[src/rtl/fp8_pkg.sv]
// Shared E4M3 types and constants for the float-adder issue/collect logic.
package fp8_pkg;

    typedef logic [7:0] e4m3_t;

    localparam e4m3_t E4M3_ZERO = 8'h00;
    localparam e4m3_t E4M3_ONE  = 8'h38;

    // One-hot sequencer states.
    typedef enum logic [2:0] {
        IDLE = 3'b001,
        WAIT = 3'b010,
        DONE = 3'b100
    } state_e;

endpackage

[src/rtl/sync_fifo.sv]
// Single-clock FIFO; pointers carry an extra wrap bit to tell full from empty.
module sync_fifo #(
    parameter int WIDTH = 16,
    parameter int DEPTH = 4
) (
    input  logic             clock,
    input  logic             reset,
    input  logic             push,
    input  logic             pop,
    input  logic [WIDTH-1:0] wdata,
    output logic [WIDTH-1:0] rdata,
    output logic             full,
    output logic             empty
);
    localparam int AW = $clog2(DEPTH);

    logic [WIDTH-1:0] mem [DEPTH];
    logic [AW:0]      wptr;
    logic [AW:0]      rptr;

    always_ff @(posedge clock or posedge reset) begin
        if (reset) begin
            wptr <= '0;
            rptr <= '0;
        end else begin
            if (push) wptr <= wptr + 1'b1;
            if (pop)  rptr <= rptr + 1'b1;
        end
    end

    // Storage needs no reset: empty pointers mask whatever it holds.
    always_ff @(posedge clock) begin
        if (push) mem[wptr[AW-1:0]] <= wdata;
    end

    assign rdata = mem[rptr[AW-1:0]];
    assign empty = (wptr == rptr);
    assign full  = (wptr[AW] != rptr[AW]) && (wptr[AW-1:0] == rptr[AW-1:0]);

endmodule

[src/rtl/float_add_sequencer_e4m3.sv]
// Issues queued E4M3 operand pairs to a one-shot adder, one reset pulse per pair,
// and returns each sum (or a forced zero after timeout) on a valid/ready port.
module float_add_sequencer_e4m3
    import fp8_pkg::*;
#(
    parameter int FIFO_DEPTH = 4,
    parameter int TIMEOUT    = 8,
    parameter int SETTLE     = 2
) (
    input  logic   clock,
    input  logic   reset,
    input  logic   in_valid,
    output logic   in_ready,
    input  e4m3_t  in_a,
    input  e4m3_t  in_b,
    output e4m3_t  add_a,
    output e4m3_t  add_b,
    output logic   add_reset,
    input  e4m3_t  add_y,
    input  logic   add_valid,
    output logic   out_valid,
    input  logic   out_ready,
    output e4m3_t  out_y,
    output logic   out_timeout,
    output logic   busy,
    output state_e state
);
    // Handshakes: a transfer happens on a rising edge where valid && ready are both high;
    // valid never depends combinationally on ready, and data is stable while valid is held.

    localparam int WW = $clog2(TIMEOUT) + 1;
    localparam logic [WW-1:0] SETTLE_W = WW'(SETTLE);
    localparam logic [WW-1:0] LAST_W   = WW'(TIMEOUT - 1);
    localparam logic [WW-1:0] MAX_W    = '1;

    state_e        state_next;
    logic [WW-1:0] wcnt;
    logic [15:0]   head;
    logic          fifo_full;
    logic          fifo_empty;
    logic          push;
    logic          pop;
    logic          sum_ok;

    assign push   = in_valid && in_ready;
    assign pop    = (state == IDLE) && !fifo_empty;
    // The adder's valid flop may still show the previous op during the first cycles.
    assign sum_ok = add_valid && (wcnt >= SETTLE_W);

    sync_fifo #(.WIDTH(16), .DEPTH(FIFO_DEPTH)) u_fifo (
        .clock (clock),
        .reset (reset),
        .push  (push),
        .pop   (pop),
        .wdata ({in_a, in_b}),
        .rdata (head),
        .full  (fifo_full),
        .empty (fifo_empty)
    );

    always_comb begin
        state_next = state;
        case (state)
            IDLE:    if (!fifo_empty) state_next = WAIT;
            WAIT:    if (sum_ok || wcnt == LAST_W) state_next = DONE;
            DONE:    if (out_ready) state_next = IDLE;
            default: state_next = IDLE;
        endcase
    end

    always_ff @(posedge clock or posedge reset) begin
        if (reset) begin
            state       <= IDLE;
            add_reset   <= 1'b1;
            add_a       <= E4M3_ZERO;
            add_b       <= E4M3_ZERO;
            wcnt        <= '0;
            out_y       <= E4M3_ZERO;
            out_timeout <= 1'b0;
        end else begin
            state     <= state_next;
            add_reset <= (state_next != WAIT);
            if (pop) begin
                add_a <= head[15:8];
                add_b <= head[7:0];
                wcnt  <= '0;
            end else if (state == WAIT && wcnt != MAX_W) begin
                wcnt <= wcnt + 1'b1;
            end
            if (state == WAIT && state_next == DONE) begin
                out_y       <= sum_ok ? add_y : E4M3_ZERO;
                out_timeout <= !sum_ok;
            end
        end
    end

    assign out_valid = (state == DONE);
    assign in_ready  = !fifo_full;
    assign busy      = (state != IDLE) || !fifo_empty;

endmodule
[config.mk]
export PLATFORM = sky130hd
export DESIGN_NAME = float_add_sequencer_e4m3
export DESIGN_NICKNAME = d
export VERILOG_FILES = /design/src/rtl/fp8_pkg.sv /design/src/rtl/sync_fifo.sv /design/src/rtl/float_add_sequencer_e4m3.sv
export SDC_FILE = /design/constraint.sdc
export NUM_CORES = 1
export LEC_CHECK = 0
export ABC_CLOCK_PERIOD_IN_PS = 4700
export BUFFER_PORTS_ARGS = -buffer_cell sky130_fd_sc_hd__buf_2
export CAP_MARGIN = 20
export CORE_ASPECT_RATIO = 2
export CORE_MARGIN = 4
export CORE_UTILIZATION = 50
export CTS_CLUSTER_DIAMETER = 100
export CTS_CLUSTER_SIZE = 30
export DETAILED_ROUTE_END_ITERATION = 16
export GPL_ROUTABILITY_DRIVEN = 0
export PLACE_DENSITY = 0.8
export SLEW_MARGIN = 30
export SYNTH_ARGS = -nofsm -noshare
export SYNTH_HDL_FRONTEND = slang
export SYNTH_SLANG_ARGS = --single-unit
export TNS_END_PERCENT = 30
[constraint.sdc]
create_clock -name clock -period 4.7 [get_ports clock]
set_input_delay 0.47 -clock clock [delete_from_list [all_inputs] [get_ports clock]]
set_output_delay 0.47 -clock clock [all_outputs]
set_load 0.05 [all_outputs]
==> results of run 1 <==
[tightest hold or removal path: stages]
cell and delay (ns):
buf_2 0.09, inv_1 0.04, buf_4 0.42
[power groups by stage]
stage / sequential (mW) / combinational [mW] / clock [mW]
floorplan: 1.83 / 0.946 / 0
global placement: 1.46 / 1.57 / 0
detailed placement: 1.47 / 1.62 / 0
CTS: 1.45 / 1.62 / 0.724
global route: 1.48 / 1.72 / 0.759
finish: 1.45 / 1.61 / 0.700
[cell usage in the layout, fill, tap and decap left out, drive strengths merged, types with 2 or more instances in the layout]
cell type	Yosys	layout
nand3	3	3
clkbuf	2	11
or4	2	2
edfxtp	64	64
dfrtp	37	37
a21o	2	2
xor2	5	5
or3b	2	2
nor2	2	2
a31oi	3	3
o41ai	2	2
ha	7	7
mux2	18	18
a22o	8	8
buf	6	63
and2	3	3
inv	6	9
nor3b	2	2
xnor2	5	5
mux4	16	16
nand2	3	3
a21oi	5	5
dfstp	2	2
[logic make-up after synthesis]
| family | share of synthesized area |
|---|---|
| simple gates | 0.0337 |
| xor+xnor | 0.0247 |
| flops | 0.698 |
| compound gates | 0.0533 |
| fa+ha+maj | 0.0211 |
| buf+inv | 0.0220 |
| mux | 0.147 |
[area by class of cell]
class | instances | area [um^2] | share of cell area
sequential | 103 | 2900 | 0.599
multi-input combinational | 98 | 1180 | 0.243
timing repair buffer | 63 | 330 | 0.0682
clock buffer | 11 | 253 | 0.0522
tap | 96 | 120 | 0.0248
clock inverter | 5 | 37.5 | 0.00775
inverter | 6 | 22.5 | 0.00465
[registers in the layout, indices dropped and copies added (netlist names)]
signal and count:
out_y 8, u_fifo.mem 64, u_fifo.rptr 3, add_a 8, wcnt 4, add_b 8, u_fifo.wptr 3, add_reset 1
state 3, out_timeout 1
[worst paths after layout]
path / from / end / slack [ns] / depth (start not counted)
worst max-delay path: u_fifo.rptr[1]$_DFFE_PP0P_ / busy / 1.96 / 3
worst min-delay path: reset / add_b[1]$_DFFE_PP0P_ / 0.23 / 3
worst max register to register: u_fifo.rptr[1]$_DFFE_PP0P_ / u_fifo.mem[0][12]$_DFFE_PP_ / 2.13 / 3
worst min register to register: out_y[1]$_DFFE_PP0P_ / out_y[1]$_DFFE_PP0P_ / 0.50 / 1
max in group asynchronous: reset / state[0]$_DFF_PP1_ / 4.08 / 3
min in group clock: in_a[4] / u_fifo.mem[3][12]$_DFFE_PP_ / 0.34 / 1
[synth_stat cells, drive strengths merged]
library cell / number
edfxtp: 64
dfrtp: 37
mux2: 18
mux4: 16
a22o: 8
ha: 7
buf: 6
inv: 6
a21oi: 5
xnor2: 5
xor2: 5
a31oi: 3
and2: 3
nand2: 3
nand3: 3
a21o: 2
clkbuf: 2
dfstp: 2
nor2: 2
nor3b: 2
o41ai: 2
or3b: 2
or4: 2
a211oi: 1
a311o: 1
a311oi: 1
a31o: 1
and3b: 1
nand2b: 1
nand3b: 1
nor2b: 1
o21ai: 1
o31a: 1
[routing by layer]
layer / up-vias / track usage / wire length [um]
li1: 970 / - / -
met1: 1036 / 0.155 / 2410
met2: 45 / 0.297 / 4000
met3: 8 / 0.0426 / 330
met4: 0 / 0.0647 / 141
met5: - / 0 / 0
==> impl_metrics.tcl, run 1 <==
set metrics [dict create \
    maxCapViolations 0 \
    netlist_area_um2 4160 \
    dp_hpwl_mm 4.65 \
    p_sw_frac 0.387 \
    fmax_mhz 364 \
    die_h_um 137 \
    num_io_pins 61 \
    start_util 0.519 \
    hold_viol_final 0 \
    cts-buffers-inserted 9 \
    yosysWarningCount 0 \
    cpLargestDelayFamily "flip-flops" \
    cts_resized 0 \
    drive_gt1_frac 0.437 \
    syn_to_final_growth_pct 16.5 \
    path_buf_inv 1 \
    ys_seq_area_frac 0.698 \
    viasPerCell 5.39 \
    slew_violations 0 \
    synth.largest_area_cell "edfxtp_1" \
    design_area_um2 4840 \
    dieArea_um2 9920 \
    p_sw_mw 1.45 \
    wl_per_cell_um 18.0 \
    critPathKind "reg2out" \
    clock_power_share 0.186 \
    drc 0 \
    detail_route.first_pass.iterations 4 \
    holdWs_ns 0.232 \
    die_x_um 72.5 \
    drt.antenna.violating_nets 0 \
    cell_internal_pwr_mw 2.31 \
    power_frac_seq 0.385 \
    fin_crit_ns 2.74 \
    power_density_nw_per_um2 777 \
    cts.path.max_buffers 2 \
    rsz0062_at_grt "no" \
    setup_ws_ns 1.96 \
    placed_area_um2 4540 \
    clk_pin_slew_ns 0.07 \
    ys_types 45 \
    fillers 603 \
    drt_iter0_drc 84 \
    ys_ff_latch 103 \
    pre_cts_ws_ns 2.03 \
    grt-ovfl-total 0 \
    cts_sinks 103 \
    yosys-top-cells-area "edfxtp_1, dfrtp_1, mux4_2" \
    num_vias 2059 \
    fin_worst_skew_ns 0.00610 \
    post_cts_buffers 0 \
    clk_latency_ns 0.34 \
    ctsHoldBuffers 0 \
    cts.htree.levels 3 \
    critPathSlowestCell "dfrtp_1" \
    clockRootBuffer "clkbuf_16" \
    floorplan.rows 46 \
    dp.cells 365 \
    portBuffers 60 \
    wl_mm 6.89 \
    grt_pass1_wl_mm 11.2 \
    worst_pin_slew_ns 0.943 \
    setup_viol 0 \
    crit_fanout 20 \
    cts_tree "built" \
    synth_top_area_frac 0.463 \
    antenna_found_initial 0 \
    relSlewSlack 0.372 \
    track_usage 0.157 \
    antenna_cells 0 \
    grt_start_max_net_pins 40 \
    pwr-share-comb 0.429 \
    fin_util 0.605 \
    fin_nets 317 \
    power.total_mw 3.76 \
    status "completed" \
    end_kind "primary output" \
    syn_inst 215 \
    critPathRequiredTime_ns 4.23 \
    crit_path_max_incr_delay_ns 0.96 \
    start_kind "register" \
    crit_chain "xor2_1 > or4_1 > buf_2" \
    hold_path.class "in2async" \
    layout.cells.non_filler 382 \
    syn_area_per_cell_um2 19.3 \
    grt_pass1_vias 2217 \
    power_leakage_nw 1.92 \
    core_um2 8000 \
    fin_setup_tns_ns 0 \
    period_share 0.584 \
    synth_nets 251 \
    cp.arrival_ns 2.27 \
    ir_drop_v 0.000382 \
]
No activity file was read; power rests on OpenSTA's default activity.
==> run 2: changes to the inputs <==
- ABC_CLOCK_PERIOD_IN_PS: 4700 -> 2600
- clock period: 4.7 -> 2.6 ns (I/O delays scaled with it)
==> run 2 against run 1 <==
Via count grew 2.9%; critical path depth is the same; hold slack lost 0.098 ns; clock skew grew 0.0021 ns; largest power group unchanged; highest routed layer unchanged.
==> impl_metrics.tcl, run 2 (synthesis gave the netlist of run 1 again) <==
set metrics [dict create \
    setup_ws_ns 0.392 \
    fin_nets 326 \
    drc 0 \
    drt.antenna.violating_nets 0 \
    hold_viol_final 0 \
    cts_resized 0 \
    detail_route.first_pass.iterations 4 \
    crit_fanout 5 \
    end_kind "primary output" \
    start_util 0.519 \
    path_buf_inv 1 \
    ir_drop_v 0.000653 \
    multi_input_area_um2 1170 \
    critPathKind "reg2out" \
    drive_gt1_frac 0.447 \
    fin_worst_skew_ns 0.00820 \
    r2r_cells 4 \
    mostFrequentLayoutCells "edfxtp_1, buf_2, dfrtp_1" \
    ctsHoldBuffers 0 \
    crit_chain "or3b_4 > or4_1 > buf_2" \
    crit_end "busy" \
    clk_pin_slew_ns 0.07 \
    rsz0062_at_grt "no" \
    status "completed" \
    fin_crit_ns 2.21 \
    reg2reg_to "add_a[3]$_DFFE_PP0P_" \
    syn_to_final_growth_pct 18.4 \
    dp_hpwl_mm 4.87 \
    dieArea_um2 9920 \
    maxCapViolations 0 \
    fin_setup_tns_ns 0 \
    clk_latency_ns 0.33 \
    core_um2 8000 \
    floorplan.rows 46 \
    cpLargestDelayFamily "simple AND/OR/NAND/NOR gates" \
    portBuffers 60 \
    die_x_um 72.5 \
    relSlewSlack 0.608 \
    crit_path_max_incr_delay_ns 0.56 \
    power.total_mw 6.89 \
    largest_register_ffs 64 \
    critPathSlowestCell "dfstp_2" \
    grt_start_max_net_pins 24 \
    slew_violations 0 \
    setup_viol 0 \
    cts.path.max_buffers 2 \
    drt_iter0_drc 79 \
    worstReg2RegStart "state[0]$_DFF_PP1_" \
    wl_per_cell_um 17.7 \
    cts-buffers-inserted 9 \
    worst_pin_slew_ns 0.586 \
    num_vias 2118 \
    antenna_cells 0 \
    wl_mm 6.93 \
    critPathRequiredTime_ns 2.34 \
    period_share 0.849 \
    fillers 600 \
    cts.htree.levels 3 \
    power_leakage_nw 1.97 \
    crit_cells 3 \
    startpoint "state[0]$_DFF_PP1_" \
    layout_commonest_cell "edfxtp_1" \
    antenna_found_initial 0 \
    clockRootBuffer "clkbuf_16" \
    cts_tree "built" \
    grt_pass1_wl_mm 11.3 \
    reg2reg_slack_ns 0.70 \
    die_h_um 137 \
    start_kind "register" \
    grt_pass1_vias 2221 \
    hold_path.class "in2reg" \
    grt-ovfl-total 0 \
    pre_cts_ws_ns 0.692 \
    cp.arrival_ns 1.95 \
    fin_util 0.615 \
    power_density_nw_per_um2 1400 \
    regArea_um2 2900 \
    num_io_pins 61 \
    viasPerCell 5.42 \
    track_usage 0.156 \
    cts_sinks 103 \
    post_cts_buffers 0 \
    fmax_mhz 453 \
]
-- run 2: cell types whose count changed in the layout (fill, tap and decap cells not counted), sizes merged --
cell         previous run  this run
buf                    63        71
clkinv                  1         0
clkinvlp                1         0
clkbuf                 11        14
inv                     9         8
dlygate4sd3             0         1
-- run 2: cell type report --
cell class	count	share of cell area
clock buffer	14	0.0603
clock inverter	2	0.00356
inverter	6	0.00458
multi-input combinational	98	0.238
sequential	103	0.590
tap	96	0.0244
timing repair buffer	72	0.0799
-- run 2: metal layers --
metal  share of wire  global-route usage
met1            0.38               0.175
met4           0.019              0.0698
met5               0                   0
met3           0.051              0.0382
met2            0.55               0.274
-- run 2: worst min path at each step --
stage | to | from | slack (ns) | cells past startpoint
after CTS | u_fifo.mem[0][4]$_DFFE_PP_ | in_b[4] | 0.12 | 1
after floorplan | u_fifo.mem[0][0]$_DFFE_PP_ | in_b[0] | 0.36 | 0
after global routing | u_fifo.mem[2][12]$_DFFE_PP_ | in_a[4] | 0.13 | 1
final | u_fifo.mem[0][13]$_DFFE_PP_ | in_a[5] | 0.13 | 1
after global placement | u_fifo.mem[2][8]$_DFFE_PP_ | in_a[0] | 0.47 | 1
after detailed placement | u_fifo.mem[0][4]$_DFFE_PP_ | in_b[4] | 0.48 | 1
-- run 2: per-stage QoR --
stage          hold slack, ns  cell area (um^2)  instances
2_1_floorplan           0.359              4160        215
3_3_place_gp            0.470              4600        374
3_5_place_dp            0.477              4600        374
4_1_cts                 0.124              4910        390
5_1_grt                 0.129              4920        391
6_report                0.134              4920        391
-- run 2: power by group --
part | switching [mW] | internal, mW | total [mW]
sequential | 0.257 | 2.30 | 2.56
clock | 0.539 | 0.799 | 1.34
combinational | 1.80 | 1.19 | 2.99
